$ cat config.mk
export PLATFORM = sky130hd
export DESIGN_NAME = tiled_matrix_mult
export DESIGN_NICKNAME = d
export VERILOG_FILES = /design/src/rtl/tmm_pkg.sv /design/src/rtl/tmm_mac_lane.sv /design/src/rtl/tiled_matrix_mult.sv
export SDC_FILE = /design/constraint.sdc
export NUM_CORES = 1
export LEC_CHECK = 0
export CAP_MARGIN = 5
export CORE_MARGIN = 1
export CORE_UTILIZATION = 65
export DETAILED_ROUTE_END_ITERATION = 10
export HOLD_SLACK_MARGIN = 0.06
export PLACE_DENSITY = 0.84
export SLEW_MARGIN = 25
export SYNTH_ARGS = -nofsm -noshare
export SYNTH_HDL_FRONTEND = slang
export SYNTH_SLANG_ARGS = --single-unit
$ cat constraint.sdc
create_clock -name clk -period 11.4 [get_ports clk]
set_clock_uncertainty 0.1 [all_clocks]
set_input_delay 2.85 -clock clk [delete_from_list [all_inputs] [get_ports clk]]
set_output_delay 2.85 -clock clk [all_outputs]
set_load 0.005 [all_outputs]
$ cat src/rtl/tmm_pkg.sv
// Shared state type and packing helpers for tiled_matrix_mult.
// The signed build (TILED_MATRIX_MULT_SIGNED_EN) uses the same types and widths.
package tmm_pkg;

  typedef enum logic [2:0] {
    IDLE,
    LOAD_B,
    READY,
    MAC,
    OUT
  } tmm_state_t;

  // Full-precision accumulator width: product bits plus log2(N) carry bits.
  function automatic int acc_width(input int width, input int n);
    return 2 * width + $clog2(n);
  endfunction

  // Rows are packed with element 0 in the least significant slot.
  function automatic int elem_lsb(input int idx, input int elem_width);
    return idx * elem_width;
  endfunction

  function automatic int elem_msb(input int idx, input int elem_width);
    return (idx + 1) * elem_width - 1;
  endfunction

endpackage

$ cat src/rtl/tmm_mac_lane.sv
// One output column of the multiplier: multiply-accumulate with synchronous clear.
// TILED_MATRIX_MULT_SIGNED_EN selects two's-complement operands and sign extension.
module tmm_mac_lane
  import tmm_pkg::*;
#(
  parameter int WIDTH     = 8,
  parameter int ACC_WIDTH = 18
) (
  input  logic                 clk,
  input  logic                 reset,
  input  logic                 clear,
  input  logic                 en,
  input  logic [WIDTH-1:0]     a,
  input  logic [WIDTH-1:0]     b,
  output logic [ACC_WIDTH-1:0] acc
);

  logic [2*WIDTH-1:0]   prod;
  logic [ACC_WIDTH-1:0] prod_ext;

`ifdef TILED_MATRIX_MULT_SIGNED_EN
  assign prod     = $signed({{WIDTH{a[WIDTH-1]}}, a}) * $signed({{WIDTH{b[WIDTH-1]}}, b});
  assign prod_ext = ACC_WIDTH'($signed(prod));
`else
  assign prod     = {{WIDTH{1'b0}}, a} * {{WIDTH{1'b0}}, b};
  assign prod_ext = ACC_WIDTH'(prod);
`endif

  always_ff @(posedge clk or negedge reset) begin
    if (!reset) begin
      acc <= '0;
    end else if (clear) begin
      acc <= '0;
    end else if (en) begin
      acc <= acc + prod_ext;
    end
  end

endmodule

$ cat src/rtl/tiled_matrix_mult.sv
// Streaming C = A*B row multiplier with a resident N x N coefficient matrix B.
// Define TILED_MATRIX_MULT_SIGNED_EN for two's-complement operands and results.
module tiled_matrix_mult
  import tmm_pkg::*;
#(
  parameter int WIDTH     = 8,
  parameter int N         = 4,
  parameter int ACC_WIDTH = acc_width(WIDTH, N)
) (
  input  logic                   clk,
  input  logic                   reset,
  input  logic                   in_valid,
  output logic                   in_ready,
  input  logic [N*WIDTH-1:0]     in_data,
  input  logic                   load_b,
  output logic                   out_valid,
  input  logic                   out_ready,
  output logic [N*ACC_WIDTH-1:0] out_data,
  output logic                   b_loaded,
  output logic                   drop,
  output logic [2:0]             state_dbg
);

  // Handshake: a beat moves on a rising edge where valid && ready are both high.
  // in_ready and out_valid are registered and never depend on in_valid/out_ready.

  localparam int            CW   = $clog2(N);
  localparam logic [CW-1:0] LAST = CW'(N - 1);

  tmm_state_t           state;
  logic [CW-1:0]        row_cnt;
  logic [CW-1:0]        k;
  logic [WIDTH-1:0]     b_mem  [N][N];
  logic [WIDTH-1:0]     a_row  [N];
  logic [WIDTH-1:0]     in_row [N];
  logic [ACC_WIDTH-1:0] acc    [N];
  logic                 lane_clear;
  logic                 lane_en;

  assign state_dbg = state;

  // Accumulators sit at zero while waiting for an A row, so the accept edge needs no clear pulse.
  assign lane_clear = (state == READY);
  assign lane_en    = (state == MAC);

  for (genvar j = 0; j < N; j++) begin : g_unpack
    assign in_row[j] = in_data[elem_msb(j, WIDTH):elem_lsb(j, WIDTH)];
  end

  for (genvar j = 0; j < N; j++) begin : g_lane
    tmm_mac_lane #(
      .WIDTH    (WIDTH),
      .ACC_WIDTH(ACC_WIDTH)
    ) u_lane (
      .clk  (clk),
      .reset(reset),
      .clear(lane_clear),
      .en   (lane_en),
      .a    (a_row[k]),
      .b    (b_mem[k][j]),
      .acc  (acc[j])
    );
    assign out_data[elem_msb(j, ACC_WIDTH):elem_lsb(j, ACC_WIDTH)] = acc[j];
  end

  always_ff @(posedge clk or negedge reset) begin
    if (!reset) begin
      state     <= IDLE;
      row_cnt   <= '0;
      k         <= '0;
      in_ready  <= 1'b1;
      out_valid <= 1'b0;
      b_loaded  <= 1'b0;
      drop      <= 1'b0;
      for (int r = 0; r < N; r++) begin
        a_row[r] <= '0;
        for (int c = 0; c < N; c++) begin
          b_mem[r][c] <= '0;
        end
      end
    end else begin
      drop <= 1'b0;
      case (state)
        IDLE: begin
          if (in_valid) begin
            if (load_b) begin
              b_mem[0] <= in_row;
              row_cnt  <= CW'(1);
              state    <= LOAD_B;
            end else begin
              drop <= 1'b1;
            end
          end
        end
        LOAD_B: begin
          // load_b is ignored here: the next N-1 beats are B rows regardless.
          if (in_valid) begin
            b_mem[row_cnt] <= in_row;
            if (row_cnt == LAST) begin
              row_cnt  <= '0;
              b_loaded <= 1'b1;
              state    <= READY;
            end else begin
              row_cnt <= row_cnt + CW'(1);
            end
          end
        end
        READY: begin
          if (in_valid) begin
            if (load_b) begin
              b_loaded <= 1'b0;
              b_mem[0] <= in_row;
              row_cnt  <= CW'(1);
              state    <= LOAD_B;
            end else begin
              a_row    <= in_row;
              k        <= '0;
              in_ready <= 1'b0;
              state    <= MAC;
            end
          end
        end
        MAC: begin
          if (k == LAST) begin
            k         <= '0;
            out_valid <= 1'b1;
            state     <= OUT;
          end else begin
            k <= k + CW'(1);
          end
        end
        OUT: begin
          if (out_ready) begin
            out_valid <= 1'b0;
            in_ready  <= 1'b1;
            state     <= READY;
          end
        end
        default: begin
          state     <= IDLE;
          in_ready  <= 1'b1;
          out_valid <= 1'b0;
        end
      endcase
    end
  end

endmodule
=== Word level (Yosys, flattened, before mapping) ===
Cells that the tools add are included.

* Add/sub/neg operators: 6
* Multipliers: 4
* Magnitude comparators: 3
* Equal/unequal tests: 17
* Mux-type cells: 54
* Bitwise operators: 5
* Reductions and logical operators: 16

{| class="wikitable"
|+ Operators with widths
! cell !! number
|-
| 32-bit two-way mux || 5
|-
| 18-bit two-way mux || 8
|-
| 128-bit bitwise mux || 1
|-
| 128-bit two-way mux || 1
|-
| 18-bit by 16-bit adder with 18-bit output || 4
|-
| 32-bit binary-select mux with 2-bit select || 1
|-
| 32-bit demux with 2-bit select || 1
|-
| 8-bit by 8-bit multiplier with 16-bit output || 4
|-
| 32-bit one-hot mux with 2 select lines || 1
|-
| 3-bit two-way mux || 7
|-
| 2-bit inequality test (second input constant) || 9
|-
| 8-bit binary-select mux with 2-bit select || 1
|-
| 2-bit two-way mux || 8
|-
| 8-bit two-way mux || 2
|-
| 3-bit one-hot mux with 5 select lines || 1
|-
| 1-bit two-way mux || 12
|-
| 3-bit AND reduction || 3
|-
| 2-bit one-hot mux with 2 select lines || 2
|-
| 4-bit AND reduction || 2
|-
| 7-bit AND reduction || 1
|-
| 3-bit by 2-bit equality test with 1-bit output (second input constant) || 2
|-
| 3-bit greater-or-equal comparator (second input constant) || 2
|-
| 2-bit inverter with 3-bit output || 2
|-
| 1-bit one-hot mux with 3 select lines || 2
|-
| 15 further kinds || 23
|}

* Flip-flop bits (word level): 243
* Bits of input ports: 37
* Word-level logic and storage cells: 136

=== Depth between registers and ports, before layout ===
Gate-level depths: netlist of run 1.

* Depth after elaboration: 8
* Gate-level depth with buffers: 23
* Mapped depth without buffers: 21

=== Modules after synthesis ===
Synthesis of run 1 repeated with hierarchy kept, for this count alone.

* Cell total of the unflattened synthesis: 2,039
* Area total of the unflattened synthesis: 21,618.2 um^2

{| class="wikitable"
|+ Modules (own cells, without submodules)
! module !! instances !! cells an instance !! area each (um^2) !! seq. area each (um^2)
|-
| tiled_matrix_mult || 1 || 454 || 7,865.0 || 4,280.4
|-
| tmm_mac_lane at g_lane[0].u_lane ... || 2 || 393 || 3,412.0 || 450.4
|-
| tmm_mac_lane at g_lane[3].u_lane || 1 || 398 || 3,472.1 || 450.4
|-
| tmm_mac_lane at g_lane[2].u_lane || 1 || 401 || 3,457.1 || 450.4
|}

=== Least setup slack after synthesis of run 1 ===
No wires, ideal clock.

* Path type: register to register
* Start: reg k[1]
* End: reg g_lane[1].u_lane.acc[17]
* Arrival: 4.993 ns
* Path slack: 6.183 ns
* Cell stages (with the launch flop): 22
* Clock period less this slack: 5.217 ns
* Path through: dfrtp_1 -> buf_2 -> buf_2 -> mux2_2 -> o21ai_1 -> inv_1 -> nand2_1 -> fa_1 -> fa_1 -> inv_1 -> fa_1 -> inv_1 -> fa_1 -> inv_1 -> ha_1 -> nand2_1 -> a211oi_2 -> o21ai_1 -> o21ai_1 -> mux2i_1 -> a2111oi_2 -> a211o_1

* Word-level cells in the longest chain between the ends: 8

{| class="wikitable"
|+ RTL lines
! item !! line !! text
|-
| start, declared || tiled_matrix_mult.sv:32 || <nowiki>logic [CW-1:0] k;</nowiki>
|-
| start signal, assigned || tiled_matrix_mult.sv:129 || <nowiki>k <= k + CW'(1);</nowiki>
|-
| 2-bit inverter with 3-bit output (not written as such) * || tiled_matrix_mult.sv:59, tiled_matrix_mult.sv:60 ||
|-
| 8-bit binary-select mux with 2-bit select or 32-bit binary-select mux with 2-bit select (tied branches) || tiled_matrix_mult.sv:59, tiled_matrix_mult.sv:60 ||
|-
| 8-bit two-way mux (not written as such) or 32-bit two-way mux (tied branches) (2 in a row) || - ||
|-
| 8-bit by 8-bit multiplier with 16-bit output * || tmm_mac_lane.sv:25 || <nowiki>assign prod = {{WIDTH{1'b0}}, a} * {{WIDTH{1'b0}}, b};</nowiki>
|-
| 18-bit by 16-bit adder with 18-bit output * || tmm_mac_lane.sv:35 || <nowiki>acc <= acc + prod_ext;</nowiki>
|-
| 18-bit two-way mux * || tmm_mac_lane.sv:34 || <nowiki>end else if (en) begin</nowiki>
|-
| 18-bit two-way mux * || tmm_mac_lane.sv:32 || <nowiki>end else if (clear) begin</nowiki>
|-
| end signal, assigned || tmm_mac_lane.sv:35 ||
|-
| end, declared || tmm_mac_lane.sv:15 || <nowiki>output logic [ACC_WIDTH-1:0] acc</nowiki>
|}

Every way passes the cells marked *; elsewhere a longest branch is shown, timed or not. The select of a mux whose other input is x is not followed.
A chain may end at the register's enable or synchronous reset.

=== Worst setup path in the final report of run 1 ===
* Start: reg k[1]
* End: reg g_lane[3].u_lane.acc[16]

* Word-level cells in the longest chain between the ends: 8

{| class="wikitable"
|+ RTL lines
! item !! line
|-
| 2-bit inverter with 3-bit output (not written as such) * || tiled_matrix_mult.sv:59, tiled_matrix_mult.sv:60
|-
| 8-bit binary-select mux with 2-bit select or 32-bit binary-select mux with 2-bit select (tied branches) || tiled_matrix_mult.sv:59, tiled_matrix_mult.sv:60
|-
| 8-bit two-way mux (not written as such) or 32-bit two-way mux (tied branches) (2 in a row) || tiled_matrix_mult.sv:59, tiled_matrix_mult.sv:60
|-
| 8-bit by 8-bit multiplier with 16-bit output * || tmm_mac_lane.sv:25
|-
| 18-bit by 16-bit adder with 18-bit output * || tmm_mac_lane.sv:35
|-
| 18-bit two-way mux * || tmm_mac_lane.sv:34
|-
| 18-bit two-way mux * || tmm_mac_lane.sv:32
|-
| end signal, assigned || tmm_mac_lane.sv:35
|-
| end, declared || tmm_mac_lane.sv:15
|}

Marks and branches as above.

==> flow_summary.ini, run 1 <==
[synth]
synth-edff-count = 0
syn_inst = 2180
syn_area_um2 = 21100
synthFlopType = dfrtp_1
seq_area_frac_synth_pct = 28.9
yosys.area.top_type = dfrtp_1
netlist.area_leader.share_pct = 28.8
synth_cell_types = 66
synth_xor_area_share_pct = 1.87
syn_nets = 2582
async_flop_share_pct = 100
synth_top_family_by_area = adder cells
synth_area_leaders = dfrtp_1 29%, fa_1 19%, ha_1 9.8%
synth_mux_area_share_pct = 11.2
avgSynthCellArea_um2 = 9.66
synth-seq-cells = 243
synth_compound_area_share_pct = 8.94
synth_warnings = 0
synth_fa_ha_area_share_pct = 28.8
yosys.area_share.simple_pct = 11.3

[route]
routed_wl_mm = 53.0
drt_iter0_drc = 1235
first_pass_iters = 5
wl_per_cell_um = 19.8
via_per_inst = 5.99
postRouteAntennaNets = 0
num_vias = 16100
drc = 0

[worst_setup_path]
worstPathMaxFanout = 45
critPathRequiredTime_ps = 11710
cp.arrival_ps = 7340
r2r_start = k[1]$_DFFE_PN0P_
path_class = reg -> reg
setup.worst_path.start = k[1]$_DFFE_PN0P_
endpoint_kind = register
start_kind = register

[clock_network]
cts_resized = 0
tritoncts = done
numCtsBuffers = 27
cts_hold_buf = 0
htreeDepth = 1
cts_setup_buffers = 0
clock-sinks = 243
clk_latency_ps = 580
root_buffer = clkbuf_16
clk_pin_slew_ps = 60
clockBufferDepth = 3

[timing]
worstMarginPinSlew_ps = 1110
min_period_ps = 7040
slew_violations = 0
hold_viol = 0
rsz0062_at_grt = no
fmax_ghz = 0.142
setup_viol = 0
finalCritPeriodShare_pct = 61.7
slew_headroom_pct = 24.9
fin_tns_setup_ps = 0

[global_route]
grt_usage_pct = 33.2
antenna_found_initial = 0
overflow = 0
grt_start_max_net_pins = 108
grt_pass1_vias = 16900
grt_first_pass_wirelength_mm = 86.0

[finish]
layout-drive-gt1-share_pct = 11.2
fin_area_um2 = 23400
finalNetCount = 2663
final_cell_mix = 400 x inv_1, 271 x nand2_1, 239 x dfrtp_1
nFillCells = 2232
syn2layout_area_growth_pct = 11.2
final_common_cell = inv_1

[status]
outcome = complete, no violations

[die]
fp.dieW_um = 182
die-area_um2 = 33100
rows = 65
boundaryPins = 116
start_util_pct = 66.4
die_h_um = 182
core_um2 = 31700

[placed_design]
routabilityCongestion = 0.960
dp_hpwl_mm = 37.9
place_area_um2 = 22500
port_buffers = 115

[hold_path]
hold_start = b_mem[117]$_DFFE_PN0P_
min_path_type = reg -> reg

[flow_run]
drv_cap = 0
==> stage by stage <==
step	std cells	setup WS, ps	hold slack [ps]	utilization (%)
2_1_floorplan	2180	6180	345	-
3_3_place_gp	2634	4840	358	70.9
3_5_place_dp	2634	4550	371	70.9
4_1_cts	2683	4460	385	73.8
5_1_grt	2683	4100	411	73.8
6_report	2685	4360	381	73.8
==> cells by family (layout without fill, tap and decap cells) <==
group | count (synthesis) | after routing
AO/OA/AOI/OAI | 304 | 304
XOR/XNOR | 45 | 45
adder cells (fa/ha/maj) | 365 | 365
buffers and inverters | 483 | 584
flip-flops | 243 | 243
multiplexers | 197 | 197
other | 0 | 2
AND/OR/NAND/NOR | 543 | 543
==> state kept, by name (all words and copies together) (netlist names) <==
register	flops
row_cnt	2
k	2
drop	1
b_mem	128
out_valid	1
a_row	32
b_loaded	1
state_dbg	3
in_ready	1
g_lane.u_lane.acc	72
==> final timing paths <==
check	endpoint	slack [ps]	cells after the start
min in group asynchronous	g_lane[3].u_lane.acc[15]$_DFFE_PN0P_	2230	1
setup reg to reg	g_lane[3].u_lane.acc[16]$_DFFE_PN0P_	4360	19
hold / removal	b_mem[117]$_DFFE_PN0P_	380	2
setup / recovery	g_lane[3].u_lane.acc[16]$_DFFE_PN0P_	4360	19
hold reg to reg	b_mem[117]$_DFFE_PN0P_	380	2
max in group asynchronous	b_mem[60]$_DFFE_PN0P_	6940	3
==> worst max-delay path, cell delays in order, from the launching register on <==
cell and delay [ps]:
dfrtp_2 790, buf_4 670, mux2i_1 190, nand2_1 130, o21a_1 800, nand2_1 200
fa_1 590, inv_1 50, fa_1 440, fa_1 520, inv_1 50, fa_1 470
inv_1 40, ha_1 330, a2111oi_0 400, o21ai_0 300, a311oi_1 330, o21ai_0 150
xnor2_1 150, o21ai_0 90
==> synth_stat cells (all sizes together), types with 7 or more instances <==
| cell type | n |
|---|---|
| mux4 | 15 |
| o21ai | 126 |
| o22ai | 17 |
| nor3 | 7 |
| a211oi | 10 |
| or2 | 7 |
| dfrtp | 242 |
| clkbuf | 41 |
| a31oi | 9 |
| fa | 200 |
| nor2 | 126 |
| a21oi | 44 |
| ha | 165 |
| o21a | 25 |
| mux2 | 153 |
| mux2i | 29 |
| and3 | 7 |
| nand2b | 9 |
| xor2 | 20 |
| nand2 | 272 |
| a21o | 26 |
| and2 | 50 |
| nand3 | 36 |
| o31ai | 15 |
| xnor2 | 25 |
| inv | 401 |
| buf | 41 |
==> routing by layer <==
layer  share of wire, %  GRT usage, %  vias to the layer above
met5                  0             0                        -
met4                3.9          13.1                        0
met3                6.6          4.75                      156
met2                 49          56.8                      652
met1                 41          42.9                     8093
li1                   -             -                     7171
==> cell type report <==
| class | count | area [µm²] | share of cell area [%] |
|---|---|---|---|
| Timing Repair Buffer | 134 | 1300 | 5.56 |
| Clock buffer | 38 | 787 | 3.36 |
| Clock inverter | 11 | 130 | 0.556 |
| Sequential cell | 243 | 6090 | 26.0 |
| Multi-Input combinational cell | 1454 | 13100 | 55.9 |
| Antenna cell | 2 | 5.00 | 0.0214 |
| Inverter | 401 | 1510 | 6.45 |
| Tap cell | 402 | 503 | 2.15 |
Power of run 1 is not shown: default switching activity piles up to over one toggle a cycle in this logic, so the estimate is an artifact.
==> run 2, diff against run 1 <==
--- a/config.mk
+++ b/config.mk
@@ -7,10 +7,10 @@
 export LEC_CHECK = 0
 export CAP_MARGIN = 5
 export CORE_MARGIN = 1
-export CORE_UTILIZATION = 65
+export CORE_UTILIZATION = 62
 export DETAILED_ROUTE_END_ITERATION = 10
 export HOLD_SLACK_MARGIN = 0.06
-export PLACE_DENSITY = 0.84
+export PLACE_DENSITY = 0.8
 export SLEW_MARGIN = 25
 export SYNTH_ARGS = -nofsm -noshare
 export SYNTH_HDL_FRONTEND = slang
==> constraint.sdc (replaced) <==
create_clock -name clk -period 6.68 [get_ports clk]
set_clock_uncertainty 0.1 [all_clocks]
set_input_delay 1.67 -clock clk [delete_from_list [all_inputs] [get_ports clk]]
set_output_delay 1.67 -clock clk [all_outputs]
set_load 0.005 [all_outputs]
==> run 2 against run 1 <==
Against the previous run:
- critical path depth rose by 1
- utilization fell by 2.9 points
- sequential cell count did not move
- fmax rose by 14%
- first-iteration DRC count fell by 8.3%
- register-to-register slack got worse by 3800 ps
- global-route usage fell by 1.0 points
- critical path type unchanged
- clock-buffer cell count fell by 7
- highest routed layer unchanged
==> flow_summary.ini, run 2 (synthesized netlist as in run 1, its figures left out) <==
[status]
outcome = complete, no violations

[route]
postRouteAntennaNets = 0
drt_iter0_drc = 1132
via_per_inst = 5.77
routed_wl_mm = 52.5
num_vias = 15900
drc = 0
first_pass_iters = 6
wl_per_cell_um = 19.1

[die]
rows = 67
fp.dieW_um = 186
start_util_pct = 62.9
core_um2 = 33400
die-area_um2 = 34700
boundaryPins = 116
die_h_um = 186

[finish]
finalNetCount = 2687
final_cell_mix = 400 x inv_1, 272 x nand2_1, 239 x dfrtp_1
syn2layout_area_growth_pct = 12.8
largest_register = b_mem
final_common_cell = inv_1
largest_register_ffs = 128
antennaDiodeCount = 0
reg_top3 = b_mem x128, g_lane.u_lane.acc x72, a_row x32
nFillCells = 2462
layout-drive-gt1-share_pct = 12.2

[global_route]
grt_start_max_net_pins = 93
grt_pass1_vias = 16700
grt_usage_pct = 32.2
overflow = 0
antenna_found_initial = 0
grt_first_pass_wirelength_mm = 86.2

[worst_setup_path]
crit_slowest_cell = dfrtp_2
r2r_cells = 20
critical-path-top-delay-family = adder cells
worst-path-buf-inv = 5
critPathRequiredTime_ps = 7030
cp.arrival_ps = 6500
cpPeakStageDelay_ps = 650
cp.depth = 20
crit_chain = buf_4 -> mux2_2 -> o21ai_1 -> inv_1 -> nand2_1 -> fa_1 -> fa_1 -> inv_1 -> fa_1 -> inv_1 -> fa_1 -> inv_1 -> ha_1 -> nand2_1 -> a211oi_2 -> o21ai_1 -> o21ai_1 -> mux2i_1 -> a2111oi_2 -> a211o_1
endpoint_kind = register
start_kind = register
worstPathMaxFanout = 17
path_class = reg -> reg
r2r_setup_slack_ps = 530

[clock_network]
clk_pin_slew_ps = 60
tritoncts = done
cts_resized = 0
htreeDepth = 1
clk_latency_ps = 590
numCtsBuffers = 28
clock-sinks = 243
cts_setup_buffers = 0
root_buffer = clkbuf_16
cts_hold_buf = 0
clockBufferDepth = 3

[timing]
rsz0062_at_grt = no
slew_violations = 0
worstMarginPinSlew_ps = 943
min_period_ps = 6150
hold_viol = 0
setup_viol = 0
fmax_ghz = 0.163
fin_tns_setup_ps = 0
slew_headroom_pct = 37.1
finalCritPeriodShare_pct = 92.1

[hold_path]
min_path_type = reg -> reg
worstHoldPathCells = 2

[flow_run]
drv_cap = 0

[placed_design]
port_buffers = 115
dp_hpwl_mm = 38.6
routabilityCongestion = 0.903
-- run 2: worst min-delay path: cells and delay by family (launching register included) --
kind            cells  cell delay, ps
flops               1             340
simple gates        1              40
compound gates      1              60
-- run 2: worst paths after layout --
| kind | start | end |
|---|---|---|
| min in group asynchronous | reset | g_lane[1].u_lane.acc[14]$_DFFE_PN0P_ |
| worst max-delay path | k[1]$_DFFE_PN0P_ | g_lane[1].u_lane.acc[17]$_DFFE_PN0P_ |
| max in group asynchronous | reset | b_mem[53]$_DFFE_PN0P_ |
| worst min register to register | b_mem[100]$_DFFE_PN0P_ | b_mem[100]$_DFFE_PN0P_ |
| worst max register to register | k[1]$_DFFE_PN0P_ | g_lane[1].u_lane.acc[17]$_DFFE_PN0P_ |
| worst min-delay path | b_mem[100]$_DFFE_PN0P_ | b_mem[100]$_DFFE_PN0P_ |
-- run 2: per-layer routing --
metal	GRT usage, %	wire (µm)	part of all wire (%)	up-vias
met1	43.2	21600	41	8003
li1	-	-	-	7214
met2	53.3	25300	48	581
met3	4.89	3700	7.0	99
met4	11.4	1830	3.5	0
met5	0	0	0	-
-- run 2: area by class of cell --
class	count	area [µm²]	area share, %
multi-input cells	1454	13100	55.1
flip-flops and latches	243	6090	25.6
inverters	401	1510	6.36
repair buffers	157	1480	6.25
clock buffers	31	732	3.08
well taps	448	561	2.36
clock inverters	20	275	1.16
-- run 2: through the flow --
stage	hold slack [ps]	setup WS [ps]	util (%)	instance area (µm²)	instances
2_1_floorplan	345	1460	-	21100	2180
3_3_place_gp	357	822	68.0	22700	2703
3_5_place_dp	366	690	68.0	22700	2703
4_1_cts	385	623	71.0	23700	2754
5_1_grt	396	225	71.0	23700	2754
6_report	381	530	71.0	23700	2754
Power of run 2 is left out for the same reason.
